### src/rtl/nora_slv_master.sv
// nora_slv_master: burst command initiator for the NORA internal slave bus.
// Converts read/write bursts into per-beat slave accesses, returns a response stream.
module nora_slv_master #(
   parameter int ADDR_W     = 4,
   parameter int REQ_CYCLES = 6
) (
   input  logic              clk6x,
   input  logic              reset,
   input  logic              cmd_valid,
   output logic              cmd_ready,
   input  logic              cmd_rwn,
   input  logic [ADDR_W-1:0] cmd_addr,
   input  logic [3:0]        cmd_len,
   input  logic              cmd_autoinc,
   input  logic              wd_valid,
   output logic              wd_ready,
   input  logic [7:0]        wd_data,
   output logic              rsp_valid,
   input  logic              rsp_ready,
   output logic [7:0]        rsp_data,
   output logic              rsp_last,
   output logic              busy,
   output logic [ADDR_W-1:0] slv_addr_o,
   output logic [7:0]        slv_datawr_o,
   output logic              slv_datawr_valid_o,
   output logic              slv_req_o,
   output logic              slv_rwn_o,
   input  logic [7:0]        slv_datard_i
);

   typedef enum logic [2:0] {
      S_IDLE,
      S_WAITWD,
      S_ACCESS,
      S_CAPTURE,
      S_RESP,
      S_WDONE
   } state_t;

   localparam logic [3:0] CNT_LAST = 4'(REQ_CYCLES - 1);
   localparam logic [3:0] CNT_PRE  = 4'(REQ_CYCLES - 2);

   state_t            state_q, state_d;
   logic [3:0]        cnt_q, cnt_d;
   logic [4:0]        beats_q, beats_d;
   logic              rwn_q, rwn_d;
   logic              autoinc_q, autoinc_d;
   logic [ADDR_W-1:0] addr_q, addr_d;
   logic [7:0]        datawr_q, datawr_d;
   logic              dv_q, dv_d;
   logic              req_q, req_d;
   logic              srwn_q, srwn_d;
   logic              cmd_ready_q, cmd_ready_d;
   logic              wd_ready_q, wd_ready_d;
   logic              rsp_valid_q, rsp_valid_d;
   logic [7:0]        rsp_data_q, rsp_data_d;
   logic              rsp_last_q, rsp_last_d;

   logic [ADDR_W-1:0] addr_nxt;
   logic              more_beats;

   assign addr_nxt   = autoinc_q ? addr_q + 1'b1 : addr_q;
   assign more_beats = (beats_q > 5'd1);

   // Next-state and next-output computation for the beat sequencer
   always_comb begin
      state_d     = state_q;
      cnt_d       = cnt_q;
      beats_d     = beats_q;
      rwn_d       = rwn_q;
      autoinc_d   = autoinc_q;
      addr_d      = addr_q;
      datawr_d    = datawr_q;
      dv_d        = dv_q;
      req_d       = req_q;
      srwn_d      = srwn_q;
      cmd_ready_d = cmd_ready_q;
      wd_ready_d  = wd_ready_q;
      rsp_valid_d = rsp_valid_q;
      rsp_data_d  = rsp_data_q;
      rsp_last_d  = rsp_last_q;
      unique case (state_q)
         S_IDLE: begin
            cmd_ready_d = 1'b1;
            if (cmd_valid && cmd_ready_q) begin
               rwn_d       = cmd_rwn;
               addr_d      = cmd_addr;
               beats_d     = 5'(cmd_len) + 5'd1;
               autoinc_d   = cmd_autoinc;
               cmd_ready_d = 1'b0;
               cnt_d       = 4'd0;
               if (cmd_rwn) begin
                  state_d = S_ACCESS;
                  req_d   = 1'b1;
                  srwn_d  = 1'b1;
               end else begin
                  state_d    = S_WAITWD;
                  wd_ready_d = 1'b1;
               end
            end
         end
         S_WAITWD: begin
            if (wd_valid && wd_ready_q) begin
               datawr_d   = wd_data;
               wd_ready_d = 1'b0;
               state_d    = S_ACCESS;
               req_d      = 1'b1;
               srwn_d     = 1'b0;
               cnt_d      = 4'd0;
            end
         end
         S_ACCESS: begin
            cnt_d = cnt_q + 4'd1;
            if (!rwn_q && cnt_q == CNT_PRE) begin
               dv_d = 1'b1;
            end
            if (cnt_q == CNT_LAST) begin
               cnt_d  = 4'd0;
               req_d  = 1'b0;
               srwn_d = 1'b1;
               dv_d   = 1'b0;
               if (rwn_q) begin
                  state_d = S_CAPTURE;
               end else if (more_beats) begin
                  beats_d    = beats_q - 5'd1;
                  addr_d     = addr_nxt;
                  state_d    = S_WAITWD;
                  wd_ready_d = 1'b1;
               end else begin
                  state_d     = S_WDONE;
                  rsp_valid_d = 1'b1;
                  rsp_data_d  = 8'h00;
                  rsp_last_d  = 1'b1;
               end
            end
         end
         S_CAPTURE: begin
            rsp_data_d  = slv_datard_i;
            rsp_valid_d = 1'b1;
            rsp_last_d  = !more_beats;
            state_d     = S_RESP;
         end
         S_RESP: begin
            if (rsp_ready) begin
               rsp_valid_d = 1'b0;
               rsp_last_d  = 1'b0;
               if (more_beats) begin
                  beats_d = beats_q - 5'd1;
                  addr_d  = addr_nxt;
                  state_d = S_ACCESS;
                  req_d   = 1'b1;
                  srwn_d  = 1'b1;
                  cnt_d   = 4'd0;
               end else begin
                  state_d     = S_IDLE;
                  cmd_ready_d = 1'b1;
               end
            end
         end
         S_WDONE: begin
            if (rsp_ready) begin
               rsp_valid_d = 1'b0;
               rsp_last_d  = 1'b0;
               state_d     = S_IDLE;
               cmd_ready_d = 1'b1;
            end
         end
         default: begin
            state_d = S_IDLE;
         end
      endcase
   end

   // State and registered outputs; reset drops any command in flight
   always_ff @(posedge clk6x) begin
      if (reset) begin
         state_q     <= S_IDLE;
         cnt_q       <= 4'd0;
         beats_q     <= 5'd0;
         rwn_q       <= 1'b1;
         autoinc_q   <= 1'b0;
         addr_q      <= '0;
         datawr_q    <= 8'h00;
         dv_q        <= 1'b0;
         req_q       <= 1'b0;
         srwn_q      <= 1'b1;
         cmd_ready_q <= 1'b0;
         wd_ready_q  <= 1'b0;
         rsp_valid_q <= 1'b0;
         rsp_data_q  <= 8'h00;
         rsp_last_q  <= 1'b0;
      end else begin
         state_q     <= state_d;
         cnt_q       <= cnt_d;
         beats_q     <= beats_d;
         rwn_q       <= rwn_d;
         autoinc_q   <= autoinc_d;
         addr_q      <= addr_d;
         datawr_q    <= datawr_d;
         dv_q        <= dv_d;
         req_q       <= req_d;
         srwn_q      <= srwn_d;
         cmd_ready_q <= cmd_ready_d;
         wd_ready_q  <= wd_ready_d;
         rsp_valid_q <= rsp_valid_d;
         rsp_data_q  <= rsp_data_d;
         rsp_last_q  <= rsp_last_d;
      end
   end

   assign cmd_ready          = cmd_ready_q;
   assign wd_ready           = wd_ready_q;
   assign rsp_valid          = rsp_valid_q;
   assign rsp_data           = rsp_data_q;
   assign rsp_last           = rsp_last_q;
   assign busy               = (state_q != S_IDLE);
   assign slv_addr_o         = addr_q;
   assign slv_datawr_o       = datawr_q;
   assign slv_datawr_valid_o = dv_q;
   assign slv_req_o          = req_q;
   assign slv_rwn_o          = srwn_q;

endmodule
### config.mk
export PLATFORM = sky130hd
export DESIGN_NAME = nora_slv_master
export DESIGN_NICKNAME = d
export VERILOG_FILES = /design/src/rtl/nora_slv_master.sv
export SDC_FILE = /design/constraint.sdc
export NUM_CORES = 1
export LEC_CHECK = 0
export BUFFER_PORTS_ARGS = -buffer_cell sky130_fd_sc_hd__buf_2
export CORE_AREA = 2 2 65 67
export CTS_CLUSTER_DIAMETER = 100
export CTS_CLUSTER_SIZE = 25
export DETAILED_ROUTE_END_ITERATION = 10
export DIE_AREA = 0 0 67 69
export GPL_TIMING_DRIVEN = 0
export PLACE_DENSITY = 0.81
export SYNTH_ARGS = -nofsm -noshare
export SYNTH_HDL_FRONTEND = slang
export SYNTH_SLANG_ARGS = --single-unit
### constraint.sdc
create_clock -name clk6x -period 4.1 [get_ports clk6x]
set_input_delay 1.025 -clock clk6x [delete_from_list [all_inputs] [get_ports clk6x]]
set_output_delay 1.025 -clock clk6x [all_outputs]
set_load 0.05 [all_outputs]
==> summary.txt <==
Clock tree
  • CTS max path bufs: 2
  • Clock Sink Count: around 40
  • Clock-pin slew on the worst setup and hold paths: roughly 0.080 ns
  • # hold bufs at CTS: 0
  • TritonCTS clock tree: done
  • Number of CTS-inserted buffers: 5
  • Latest clock arrival within the worst-skew pair: 0.29 ns
  • H-tree levels: 2
  • Post-CTS setup buffer count: 0
  • Root Driver: clkbuf_8
  • # resized after CTS: 0

Logic synthesis
  • Syn Nets: 290
  • Post-synthesis async set-or-reset flop share: 0%
  • Syn Inst Count: 255
  • Sequential-to-total area share from yosys stat: between 30% and 40%
  • Yosys reg bits: approximately 40
  • Syn Area/Cell: a little over 8 µm²
  • Synth Cell Area: 2080 µm²
  • Number of synthesized flops with an enable pin: 0
  • Distinct cell type count after synthesis: 48
  • Top_reg_cell synth: dfxtp_1
  • Yosys warning count: 0

Timing
  • RSZ-0062 raised after global routing: false
  • Slew @ Worst Pin: a little under 1 ns
  • Final min period: between 3 and 4 ns
  • Slew Viols, Final: 0
  • Fmax: 333 MHz
  • Period Utilization, post-route: 73.2%
  • Final hold violations: 0
  • Sum Neg Setup Slack: 0 ns
  • Slew Limit Headroom: between 30% and 40%
  • Hold WS: between 0.4 and 0.5 ns
  • Final worst slack: approximately 1.1 ns
  • Final Setup Violations: 0
  • Layout Skew: around 0.0082 ns

Layout
  • Share of cells above drive strength 1: a little under a quarter
  • Fin nets: roughly 360
  • Final Cell Area: ~2500 µm²
  • Number of diodes: 0
  • Layout area overhead: 20.5%

Route
  • Via density: ~5.7
  • DR vias: around 2,100
  • TritonRoute pass-1 iters: 4
  • Final WL: ~5300 µm
  • Initial DRC Count: between 100 and 150
  • WL/cell: roughly 14 µm
  • Remaining routing DRC violations: 0
  • DRT antenna net count: 0

Critical path
  • Worst setup path category: register to output pin
  • R2r endpoint: rsp_data[7]
  • CP required: 3.07 ns
  • Reg-to-reg slack, setup: roughly 1.9 ns
  • Critical Path AT: 1.98 ns
  • Peak fanout along the critical path: 10
  • CP Capture Type: output pin
  • CP Capture Point: busy
  • Reg2Reg Launch Point: cnt_q[2]
  • Worst setup startpoint: state_q[0]
  • CP Launch Type: register
  • Reg2Reg Depth: 5

Run
  • Max-cap viol count: 0

Die
  • Number of cell rows: 23
  • Core area: just under 4000 µm²
  • Die height: about 70 µm
  • Initial Util: a little over half
  • Die span in x: about 67 µm
  • Die area: 4620 µm²
  • I/O pins: 59

Power and ir drop
  • Pwr dens: roughly 440 nW/µm²
  • Maximum vdd drop: ~260 µV
  • Pleak: about 1.1 nW

Global route
  • Number of global-route vias before repair: around 1,900
  • Total gr overflow: 0
  • Initial antenna violation count: 0
  • Largest net degree at the start of global routing: 12
  • Global-route wire length before repair: ~8300 µm
  • Total GRT Usage: 23.3%

Placement
  • Dpl ws: 1.44 ns
  • Final RePlAce weighted congestion: 0.945
  • # port buffers: 58
  • Post-DP HPWL: between 3000 and 4000 µm
  • Cell Area, Placed: ~2400 µm²

Min path
  • Hold Crit Class: register to register

Outcome
  • Status: finished, final reports clean
placed cells by master (no fill, tap or decap), drive strengths merged, types with 2 or more instances in the layout:
master,n
buf,61
dfxtp,41
nand2,29
nor2,28
a21oi,26
clkbuf,15
o21ai,13
nand2b,8
a31oi,8
a22oi,8
nor3,7
inv,6
nand3,6
a211oi,5
nor2b,4
xnor2,4
ha,4
mux2i,3
xor2,3
nor3b,3
or4,2
a211o,2
a21boi,2
and2,2
o211ai,2
o31ai,2
o32ai,2
nand3b,2
a41o,2
a2111oi,2
worst max-delay path, cell delays in order, from the launching register on:
cell,delay (ns)
dfxtp_1,0.48
clkbuf_1,0.38
clkbuf_1,0.37
or3_1,0.19
buf_2,0.26
worst min path at each step:
stage,from,to,cells after the start
after detailed placement,slv_datawr_o[4],slv_datawr_o[4],2
after CTS,slv_datawr_o[4],slv_datawr_o[4],2
after floorplan,beats_q[2],beats_q[2],2
after global placement,rsp_valid,rsp_valid,2
after global routing,slv_datawr_o[7],slv_datawr_o[7],2
final,slv_datawr_o[7],slv_datawr_o[7],2
sequential cells by signal (all words and copies together), names as in the netlist, 3 cells and up:
| register | cells |
|---|---|
| beats_q | 5 |
| cnt_q | 4 |
| rsp_data | 8 |
| slv_addr_o | 4 |
| slv_datawr_o | 8 |
| state_q | 3 |
Yosys cell counts, drive strengths merged, types with 2 or more instances:
master | n | area (µm²)
a2111oi | 2 | 23.8
inv | 6 | 22.5
xnor2 | 4 | 35.0
o211ai | 2 | 15.0
mux2i | 3 | 30.0
a31oi | 8 | 50.1
o32ai | 2 | 17.5
a21oi | 26 | 130
nor3b | 3 | 22.5
o21ai | 13 | 68.8
buf | 3 | 15.0
and2 | 2 | 12.5
ha | 4 | 50.1
nand3 | 6 | 30.0
a211oi | 5 | 37.5
a41o | 2 | 20.0
nand2b | 8 | 50.1
dfxtp | 41 | 821
clkbuf | 10 | 37.5
a211o | 2 | 17.5
nor3 | 7 | 35.0
a22oi | 8 | 60.1
nand3b | 2 | 15.0
nand2 | 29 | 109
o31ai | 2 | 15.0
nor2b | 4 | 25.0
or4 | 2 | 15.0
xor2 | 3 | 26.3
a21boi | 2 | 15.0
nor2 | 28 | 105
power breakdown:
part,internal (mW),switching (mW)
logic,0.134,0.258
registers,0.429,0.0339
clock network,0.112,0.129
cell families (layout without fill, tap and decap cells):
group / after synthesis / in the layout / share of synthesized area [%]
AO/OA/AOI/OAI: 83 / 83 / 27.3
XOR/XNOR: 7 / 7 / 2.95
adder cells (fa/ha/maj): 4 / 4 / 2.41
buffers and inverters: 19 / 83 / 3.61
flip-flops: 41 / 41 / 39.5
multiplexers: 3 / 3 / 1.44
AND/OR/NAND/NOR: 98 / 98 / 22.8
metal layers:
| layer | routed length [µm] | share of wire (%) | track usage, % | up-vias |
|---|---|---|---|---|
| met4 | 82 | 1.6 | 7.48 | 0 |
| met5 | 0 | 0 | 0 | - |
| met3 | 293 | 5.5 | 5.38 | 9 |
| met1 | 2340 | 44 | 29.9 | 969 |
| li1 | - | - | - | 1062 |
| met2 | 2570 | 49 | 38.2 | 74 |
metrics by stage:
stage / std cells / power (mW) / util (%)
4_1_cts: 369 / 1.10 / 64.0
5_1_grt: 369 / 1.16 / 64.0
3_3_place_gp: 363 / 0.848 / 62.1
3_5_place_dp: 363 / 0.856 / 62.1
6_report: 369 / 1.09 / 64.0
2_1_floorplan: 255 / 0.757 / -
area by class of cell:
cell class	count	area, µm²
Inverter	6	22.5
Clock buffer	5	68.8
Timing Repair Buffer	58	290
Tap cell	50	62.6
Clock inverter	1	5.00
Sequential cell	41	821
Fill cell	359	1410
Buffer	13	52.6
Multi-Input combinational cell	195	1180
(Power assumes the default switching activity.)
